<file path="src/rtl/sdrstick_pkg.sv">
// sdrstick_pkg: shared framer state encoding, control register map and header defaults.
package sdrstick_pkg;
   typedef enum logic [1:0] {
      IDLE    = 2'd0,
      HDR     = 2'd1,
      TS      = 2'd2,
      PAYLOAD = 2'd3
   } state_t;
   localparam logic [1:0] REG_CTRL   = 2'd0;
   localparam logic [1:0] REG_FRAMES = 2'd1;
   localparam logic [1:0] REG_SEQ    = 2'd2;
   localparam logic [1:0] REG_PADERR = 2'd3;
   localparam logic [7:0] MAGIC_DEFAULT = 8'hA5;
endpackage

</file>
<file path="src/rtl/sdrstick_rx_framer_if.sv">
// sdrstick_rx_framer_if: Avalon-ST source (ready latency 0) carrying frames to the DMA engine.
interface sdrstick_rx_framer_if;
   logic [31:0] data;
   logic        valid;
   logic        ready;
   logic        startofpacket;
   logic        endofpacket;
   modport master (output data, valid, startofpacket, endofpacket, input ready);
   modport slave (input data, valid, startofpacket, endofpacket, output ready);
endinterface

</file>
<file path="src/rtl/sdrstick_rx_framer_regs.sv">
// sdrstick_rx_framer_regs: control/status registers, frame/sequence/pad-error counters and the clear pulse.
module sdrstick_rx_framer_regs
   import sdrstick_pkg::*;
(
   input  logic        clk,
   input  logic        reset_n,
   input  logic [1:0]  ctl_address,
   input  logic        ctl_read,
   input  logic        ctl_write,
   input  logic [31:0] ctl_writedata,
   input  logic        frame_done,
   input  logic        pad_hit,
   output logic        enable,
   output logic [15:0] seq,
   output logic [31:0] ctl_readdata
);
   logic [31:0] frames;
   logic [31:0] pad_err;
   logic [31:0] rd_mux;
   logic        ctrl_wr;
   logic        clear;
   logic        unused_wdata;
   assign unused_wdata = ^ctl_writedata[31:2];
   assign ctrl_wr = ctl_write && ctl_address == REG_CTRL;
   assign clear   = ctrl_wr && ctl_writedata[1];
   always_comb
      rd_mux = ctl_address == REG_CTRL   ? {31'd0, enable} :
               ctl_address == REG_FRAMES ? frames :
               ctl_address == REG_SEQ    ? {16'd0, seq} :
                                           pad_err;
   // clear has priority over a frame completing in the same cycle
   always_ff @(posedge clk or negedge reset_n) begin
      if (!reset_n) begin
         enable       <= 1'b0;
         seq          <= '0;
         frames       <= '0;
         pad_err      <= '0;
         ctl_readdata <= '0;
      end else begin
         if (ctrl_wr)
            enable <= ctl_writedata[0];
         if (ctl_read)
            ctl_readdata <= rd_mux;
         if (clear) begin
            seq     <= '0;
            frames  <= '0;
            pad_err <= '0;
         end else begin
            if (frame_done) begin
               seq    <= seq + 16'd1;
               frames <= frames + 32'd1;
            end
            if (pad_hit && pad_err != '1)
               pad_err <= pad_err + 32'd1;
         end
      end
   end
endmodule

</file>
<file path="src/rtl/sdrstick_rx_framer.sv">
// sdrstick_rx_framer: pops I/Q words from the sample FIFO and wraps every PAIRS_PER_FRAME pairs into a frame.
// Define SDRSTICK_RX_FRAMER_TIMESTAMP_EN to insert a latched clk-counter word between header and payload.
module sdrstick_rx_framer
   import sdrstick_pkg::*;
#(
   parameter int         PAIRS_PER_FRAME = 63,
   parameter logic [7:0] MAGIC           = MAGIC_DEFAULT
) (
   input  logic                        clk,
   input  logic                        reset_n,
   input  logic [31:0]                 fifo_readdata,
   input  logic                        fifo_empty,
   output logic                        fifo_read,
   sdrstick_rx_framer_if.master        src,
   input  logic [1:0]                  ctl_address,
   input  logic                        ctl_read,
   output logic [31:0]                 ctl_readdata,
   input  logic                        ctl_write,
   input  logic [31:0]                 ctl_writedata
);
   localparam logic [8:0] LAST = 9'(2 * PAIRS_PER_FRAME - 1);
   state_t      state;
   logic [8:0]  wcnt;
   logic [31:0] hold_data;
   logic        hold_valid;
   logic        fire;
   logic        last;
   logic        start;
   logic        enable;
   logic        frame_done;
   logic        pad_hit;
   logic [15:0] seq;
   logic [31:0] ts_word;
`ifdef SDRSTICK_RX_FRAMER_TIMESTAMP_EN
   localparam state_t AFTER_HDR = TS;
   logic [31:0] ts_cnt;
   always_ff @(posedge clk or negedge reset_n) begin
      if (!reset_n) begin
         ts_cnt  <= '0;
         ts_word <= '0;
      end else begin
         ts_cnt <= ts_cnt + 32'd1;
         if (start)
            ts_word <= ts_cnt;
      end
   end
`else
   localparam state_t AFTER_HDR = PAYLOAD;
   assign ts_word = '0;
`endif
   // payload words bypass the hold register so FIFO head reaches the DMA with no added latency
   assign fire              = src.valid && src.ready;
   assign last              = wcnt == LAST;
   assign start             = state == IDLE && enable && !fifo_empty;
   assign src.valid         = state == PAYLOAD ? !fifo_empty : hold_valid;
   assign src.data          = state == PAYLOAD ? fifo_readdata : hold_data;
   assign src.startofpacket = state == HDR;
   assign src.endofpacket   = state == PAYLOAD && last;
   assign fifo_read         = state == PAYLOAD && fire;
   assign frame_done        = fifo_read && last;
   assign pad_hit           = fifo_read && |fifo_readdata[31:24];
   always_ff @(posedge clk or negedge reset_n) begin
      if (!reset_n) begin
         state      <= IDLE;
         hold_valid <= 1'b0;
         hold_data  <= '0;
         wcnt       <= '0;
      end else begin
         case (state)
            IDLE: if (start) begin
               state      <= HDR;
               hold_valid <= 1'b1;
               hold_data  <= {MAGIC, 8'(PAIRS_PER_FRAME), seq};
            end
            HDR: if (src.ready) begin
               state      <= AFTER_HDR;
               hold_valid <= AFTER_HDR == TS;
               hold_data  <= ts_word;
            end
            TS: if (src.ready) begin
               state      <= PAYLOAD;
               hold_valid <= 1'b0;
            end
            PAYLOAD: if (fire) begin
               state <= last ? IDLE : PAYLOAD;
               wcnt  <= last ? '0 : wcnt + 9'd1;
            end
            default: state <= IDLE;
         endcase
      end
   end
   sdrstick_rx_framer_regs u_regs (
      .clk           (clk),
      .reset_n       (reset_n),
      .ctl_address   (ctl_address),
      .ctl_read      (ctl_read),
      .ctl_write     (ctl_write),
      .ctl_writedata (ctl_writedata),
      .frame_done    (frame_done),
      .pad_hit       (pad_hit),
      .enable        (enable),
      .seq           (seq),
      .ctl_readdata  (ctl_readdata)
   );
endmodule

</file>
<file path="src/flat_wrapper.sv">
// flat-port wrapper written by rule: the top's interface ports become plain ports
module sdrstick_rx_framer_flat import sdrstick_pkg::*;
#(
   parameter int         PAIRS_PER_FRAME = 63,
   parameter logic [7:0] MAGIC           = MAGIC_DEFAULT
)
  (clk, reset_n, fifo_readdata, fifo_empty, fifo_read, ctl_address, ctl_read, ctl_readdata, ctl_write, ctl_writedata, src_data, src_valid, src_startofpacket, src_endofpacket, src_ready);
  sdrstick_rx_framer_if src_i ();
  input  logic clk;
  input  logic reset_n;
  input  logic [31:0] fifo_readdata;
  input  logic fifo_empty;
  output logic fifo_read;
  input  logic [1:0] ctl_address;
  input  logic ctl_read;
  output logic [31:0] ctl_readdata;
  input  logic ctl_write;
  input  logic [31:0] ctl_writedata;
  output wire logic [$bits(src_i.data)-1:0] src_data;
  output wire logic [$bits(src_i.valid)-1:0] src_valid;
  output wire logic [$bits(src_i.startofpacket)-1:0] src_startofpacket;
  output wire logic [$bits(src_i.endofpacket)-1:0] src_endofpacket;
  input wire logic [$bits(src_i.ready)-1:0] src_ready;
  assign src_data = src_i.data;
  assign src_valid = src_i.valid;
  assign src_startofpacket = src_i.startofpacket;
  assign src_endofpacket = src_i.endofpacket;
  assign src_i.ready = src_ready;
  sdrstick_rx_framer #(.PAIRS_PER_FRAME(PAIRS_PER_FRAME), .MAGIC(MAGIC)) u_core (.clk(clk), .reset_n(reset_n), .fifo_readdata(fifo_readdata), .fifo_empty(fifo_empty), .fifo_read(fifo_read), .src(src_i), .ctl_address(ctl_address), .ctl_read(ctl_read), .ctl_readdata(ctl_readdata), .ctl_write(ctl_write), .ctl_writedata(ctl_writedata));
endmodule
</file>
<file path="config.mk">
export PLATFORM = sky130hd
export DESIGN_NAME = sdrstick_rx_framer_flat
export DESIGN_NICKNAME = d
export VERILOG_FILES = /design/src/rtl/sdrstick_pkg.sv /design/src/rtl/sdrstick_rx_framer_if.sv /design/src/rtl/sdrstick_rx_framer_regs.sv /design/src/rtl/sdrstick_rx_framer.sv /design/src/flat_wrapper.sv
export SDC_FILE = /design/constraint.sdc
export NUM_CORES = 1
export LEC_CHECK = 0
export ABC_AREA = 0
export CORE_MARGIN = 2
export CORE_UTILIZATION = 53
export CTS_BUF_LIST = sky130_fd_sc_hd__clkbuf_8 sky130_fd_sc_hd__clkbuf_16
export CTS_CLUSTER_DIAMETER = 60
export CTS_CLUSTER_SIZE = 30
export DETAILED_ROUTE_END_ITERATION = 8
export PLACE_DENSITY = 0.81
export SYNTH_ARGS = -nofsm -noshare
export SYNTH_HDL_FRONTEND = slang
export SYNTH_SLANG_ARGS = --single-unit
</file>
<file path="constraint.sdc">
create_clock -name clk -period 2.25 [get_ports clk]
set_input_delay 0.225 -clock clk [delete_from_list [all_inputs] [get_ports clk]]
set_output_delay 0.225 -clock clk [all_outputs]
set_load 0.02 [all_outputs]
</file>
Word level (Yosys, flattened, before mapping)

Index checks and enable logic that the tools add are counted.

Register bits: 157
Bits of input ports: 72
Output and inout port bits: 68

Add/subtract/negate cells: 4
Eq/ne operators: 11
Muxes and demuxes: 23
Reductions and logical operators: 23

Operators by type and width:

| kind                                                  | number |
|---|---|
| 2-to-1 mux 32 bit                                     | 10 |
| adder 32 x 1 -> 32 bit, second input constant         | 2 |
| case mux 32 bit (2 select lines)                      | 1 |
| 2-to-1 mux 16 bit                                     | 2 |
| inequality test 32 bit, second input constant         | 1 |
| adder 16 x 1 -> 16 bit, second input constant         | 1 |
| logical AND 1 bit                                     | 10 |
| adder 9 x 1 -> 9 bit, second input constant           | 1 |
| equality test 9 x 7 -> 1 bit, second input constant   | 1 |
| 2-to-1 mux 9 bit                                      | 1 |
| AND reduction 3 bit                                   | 3 |
| 2-to-1 mux 2 bit                                      | 4 |
| inequality test 2 x 1 -> 1 bit, second input constant | 4 |
| nonzero test 2 bit                                    | 4 |
| OR reduction 8 bit                                    | 1 |
| equality test 2 bit, second input constant            | 3 |
| case mux 2 bit (3 select lines)                       | 1 |
| equality test 2 x 1 -> 1 bit, second input constant   | 2 |
| zero test 2 bit                                       | 2 |
| 2-to-1 mux 1 bit                                      | 3 |
| case mux 1 bit (2 select lines)                       | 1 |
| AND reduction 2 bit                                   | 1 |
| OR reduction 2 bit                                    | 1 |
| zero test 1 bit                                       | 1 |

Depth between registers and ports, before layout

Depth after elaboration: 8
Depth in mapped cells: 9

By module

A second synthesis with hierarchy kept.

Cells, all modules: 782
Area, all modules: 7572.3 sq um

Modules (own cells, without submodules):

| module                  | instances | cells each | area an instance (sq um) |
|---|---|---|---|
| sdrstick_rx_framer_regs | 1         | 620        | 5910.7 |
| sdrstick_rx_framer      | 1         | 162        | 1661.6 |

Worst setup path after synthesis

OpenSTA, ideal clock, no wires.

Kind: reg-to-reg
From: reg u_core.state[0]
To: reg u_core.u_regs.frames[14]
Setup time: 0.120 ns
Data arrival time: 2.032 ns
Setup slack: 0.097 ns
Cell stages (with the launch flop): 9
Clock period less this slack: 2.153 ns
Path through: dfrtp_1 > ha_1 > nand3b_1 > inv_1 > buf_2 > nand3_1 > nor4_1 > a31oi_1 > a41o_1

Longest elaborated chain between the ends: 6

RTL lines:

| what                                  | RTL line                                           | text |
|---|---|---|
| from (decl)                           | sdrstick_rx_framer.sv:22                           | `state_t state;` |
| from (signal assigned)                | sdrstick_rx_framer.sv:85                           | `state <= last ? IDLE : PAYLOAD;` |
| equality test 2 bit *                 | sdrstick_rx_framer.sv:55, sdrstick_rx_framer.sv:59 |  |
| 2-to-1 mux 1 bit                      | sdrstick_rx_framer.sv:55                           | `assign src.valid = state == PAYLOAD ? !fifo_empty : hold_valid;` |
| logical AND 1 bit                     | sdrstick_rx_framer.sv:52                           | `assign fire = src.valid && src.ready;` |
| logical AND 1 bit *                   | sdrstick_rx_framer.sv:59                           | `assign fifo_read = state == PAYLOAD && fire;` |
| net fifo_read                         | flat_wrapper.sv:13                                 | `output logic fifo_read;` |
| logical AND 1 bit *                   | sdrstick_rx_framer.sv:60                           | `assign frame_done = fifo_read && last;` |
| nonzero test 2 bit (no source line) * | -                                                  |  |
| to (signal assigned)                  | sdrstick_rx_framer_regs.sv:51                      | `frames <= frames + 32'd1;` |
| to (decl)                             | sdrstick_rx_framer_regs.sv:17                      | `logic [31:0] frames;` |

The timed path passes the listed nets; every way through them passes the cells marked *.
A chain may end at the register's enable or synchronous reset.

Worst setup path in the final report

From: reg u_core.u_regs.pad_err[0]
To: reg u_core.u_regs.pad_err[26]

Longest elaborated chain between the ends: 3
Elaborated cells between the ends (all ways): 6
Those cells by class: 1 x add/sub; 1 x eq/ne; 2 x mux; 2 x reduce/logical

RTL lines:

| what                                                             | RTL line                                                     | text |
|---|---|---|
| from (decl)                                                      | sdrstick_rx_framer_regs.sv:18                                | `logic [31:0] pad_err;` |
| from (signal assigned)                                           | sdrstick_rx_framer_regs.sv:54                                | `pad_err <= pad_err + 32'd1;` |
| adder 32 x 1 -> 32 bit or inequality test 32 bit (tied branches) | sdrstick_rx_framer_regs.sv:54, sdrstick_rx_framer_regs.sv:53 |  |
| 2-to-1 mux 32 bit or logical AND 1 bit (tied branches)           | sdrstick_rx_framer_regs.sv:53                                | `if (pad_hit && pad_err != '1)` |
| 2-to-1 mux 32 bit or nonzero test 2 bit (tied branches)          | -                                                            |  |

Parallel ways exist; a longest one is shown, timed or not. The select of a mux whose other input is x is not followed.

==> reports/results.txt <==
RSZ-0062 raised after global routing = yes
Fmax = 460.7 MHz
#FFs+latches synth = 142
total gr overflow = 0
WP data arrival = 2.49 ns
dominant cells by area after synthesis = dfrtp_1 (47%), mux2_2 (4.6%), nand2_1 (3.9%)
TritonCTS clock tree = built
dpl cells = 1143
area delta synth->final = 34.11%
CP Max Fanout = 4
Synthesized Nets = 879
Die Wd = 123.9 um
IO Port Bufs = 109
Switch Pwr = 2.306 mW
fin nets = 1071
Inserted Diodes = 0
post-synth cell types = 56
Syn Area/Cell = 9.547 um2
Initial DRT Pass Iterations = 5
Avg WL per Cell = 17.72 um
Pint = 5.298 mW
worst slew pin tran = 0.7269 ns
GRT Overall Usage = 28.66%
Synth Flop Type = dfrtp_1
cts bufs inserted = 17
initial antenna violation count = 0
period utilization = 96.48%
Setup Skew = 0.005768 ns
Lkg Pwr = 4.549 nW
Clock Sinks = 142
post-synth top area cell = dfrtp_1
via count = 7030
Ys Warns = 0
Reg-to-Reg Start = u_core.u_regs.pad_err[0]$_DFFE_PN0P_
Max Cap Viol = 0
Setup violations, final = 0
DRC violation total after the first TritonRoute iteration = 537
Startpoint Class = flop
sequential power share = 36.5%
Die Ht = 123.9 um
worst hold path type = input port to asynchronous set/reset pin
first-pass GRT wire length = 33680 um
Logic pwr share = 26.3%
Worst R2R Setup Slack = 0.08 ns
die area = 0.01535 mm2
PwrDens = 744.2 mW/mm2
sequential area share after synthesis = 46.64%
final hold viol count = 0
Sw Ratio = 30.33%
remaining antenna violation count after routing = 0
final instance count without filler cells = 1183
layout cells sized above 1 = 21.04%
Synth async-reset ratio = 100.0%
worst skew pair latency = 0.43 ns
Peak VDD IR = 0.0004293 V
number of global-route vias before repair = 6914
final wirelength = 20960 um
required time of the worst setup path = 2.56 ns
# DRC = 0
Reg clk slew, reported paths = 0.06 ns
post-synth top area share = 46.64%
Crit. End Element = flop
EDFF count, synth = 0
worst relative slew slack = 51.09%
Crit Path Category = flop to flop
CTS Root Cell = clkbuf_16
core area = 0.01393 mm2
Post-Syn Instances = 798
# IOs = 140
status = finished clean
Row Count = 43
DPL Wire Length = 14940 um
largest net degree at the start of global routing = 64
Pins Over Slew Limit = 0
Initial Util = 54.67%
RD Place Congestion = 0.8745
Vias/cell = 5.943
Tmin final = 2.171 ns
Reg2Reg Depth = 7
H-Tree Depth = 4
Cell Area, Synth = 0.007619 mm2
clk buf depth = 2
Critical R2R Capture = u_core.u_regs.pad_err[26]$_DFFE_PN0P_
power share of the clock group = 37.2%
WHS = 0.3576 ns
-- critical path, stage by stage, from the launching register on --
cell and delay [ns]:
dfrtp_1 0.35, ha_1 0.17, nand4_1 0.13, or4_4 0.47, buf_4 0.18, or4_1 0.54, xnor2_1 0.16, nor2_1 0.05
-- per-layer routing --
| layer | global-route usage (%) | wire length, um | part of all wire, % |
|---|---|---|---|
| met2 | 47.25 | 10310 | 49 |
| met3 | 6.090 | 1481 | 7.1 |
| met4 | 12.85 | 655 | 3.1 |
| met5 | 0 | 0 | 0 |
| met1 | 36.50 | 8514 | 41 |
-- power by group through the flow --
stage,registers [mW],logic [mW],clock network (mW)
floorplan,2.83,1.10,0
global placement,2.80,2.06,0
detailed placement,2.81,2.10,0
CTS,2.77,1.97,2.85
global route,2.79,2.19,2.96
finish,2.77,2.00,2.83
-- stage by stage --
stage	power [mW]	worst slack, ns	area, um2	util (%)	TNS [ns]
global route	7.939	-0.02403	10220	73.32	-0.04117
detailed placement	4.907	-0.06001	9554	68.56	-0.2625
finish	7.604	0.07925	10220	73.32	0
global placement	4.861	-0.01738	9554	68.56	-0.05644
floorplan	3.931	0.09718	7619	-	0
CTS	7.590	0.006890	10140	72.74	0
-- worst max-delay path by stage --
stage	start	end	slack, ns
after CTS	u_core.state[1]$_DFFE_PN0P_	src_data[8]	0.007
after global routing	u_core.u_regs.pad_err[0]$_DFFE_PN0P_	u_core.u_regs.pad_err[26]$_DFFE_PN0P_	-0.02
after detailed placement	fifo_readdata[26]	u_core.u_regs.pad_err[13]$_DFFE_PN0P_	-0.06
final	u_core.u_regs.pad_err[0]$_DFFE_PN0P_	u_core.u_regs.pad_err[26]$_DFFE_PN0P_	0.08
after floorplan	u_core.state[0]$_DFFE_PN0P_	u_core.u_regs.frames[14]$_DFFE_PN0P_	0.1
after global placement	fifo_readdata[26]	u_core.u_regs.pad_err[13]$_DFFE_PN0P_	-0.02
-- cells by family (layout without fill, tap and decap cells) --
| group | after synthesis | in the layout | synth area share [%] |
|---|---|---|---|
| xor gates and xnor gates | 41 | 41 | 4.713 |
| and+or+nand+nor | 306 | 306 | 20.61 |
| adders and majority gates | 9 | 9 | 1.478 |
| buffers and inverters | 80 | 285 | 4.221 |
| DFF | 142 | 142 | 46.64 |
| muxes | 48 | 48 | 6.980 |
| AOI/OAI and AO/OA | 172 | 172 | 15.36 |
-- area by class of cell --
type / instances / area (um2)
multi-input cells: 576 / 3789
fillers: 959 / 3717
flip-flops and latches: 142 / 3553
repair buffers: 216 / 1909
clock buffers: 20 / 466.7
well taps: 180 / 225.2
inverters: 37 / 138.9
clock inverters: 12 / 135.1
-- timing repair --
item / in CTS / in global routing
setup buffers: 1 / 6
gates resized for setup: 36 / 11
hold endpoints to repair: 61 / 0
setup endpoints to repair: 41 / 30
gates cloned: 0 / 0
hold buffers: 1 / 0
pin swaps: 1 / 4
-- state kept, by name, summed over array words and instances (netlist names) --
register                    cells
u_core.u_regs.frames           32
u_core.wcnt                     9
u_core.u_regs.enable            1
u_core.hold_data               17
u_core.state                    2
u_core.hold_valid               1
u_core.u_regs.seq              16
u_core.u_regs.pad_err          32
u_core.u_regs.ctl_readdata     32
-- synth_stat cells (12+ instances only) --
library cell / instances
and2_1: 12
a21oi_1: 47
a21oi_2: 12
a22oi_1: 15
nand4_1: 28
a22o_1: 17
mux2_2: 31
nand3_1: 27
or3_1: 28
o21ai_0: 26
o22ai_1: 17
xnor2_1: 19
mux2i_1: 16
nand2_1: 80
inv_1: 37
xor2_1: 22
nor2_1: 70
dfrtp_1: 142
clkbuf_1: 34
nor3_1: 13
-- placed cells by master (no fill, tap or decap), types with 3 or more instances in the layout --
cell type,instances
mux2_2,31
nor3_1,13
o31ai_1,8
mux2i_1,16
nand2_1,79
a31o_2,3
buf_4,100
dlygate4sd2_1,33
a21oi_1,46
a31oi_1,3
clkinvlp_4,4
and3_1,6
or4_4,3
ha_1,8
dfrtp_1,142
o211ai_1,4
nand4_1,28
and2_1,11
a22o_1,17
or4_1,10
xnor2_1,19
xor2_1,22
inv_1,37
clkbuf_16,17
o21ai_0,26
nor4_1,7
or3_1,28
nor2_1,70
nand3_1,27
and4_1,6
buf_6,3
a22oi_1,15
a21oi_2,13
nor3b_1,3
o22ai_1,17
clkdlybuf4s50_1,74
buf_12,4
clkbuf_8,3
o21ai_1,8
Power figures use the tool's default switching activity.
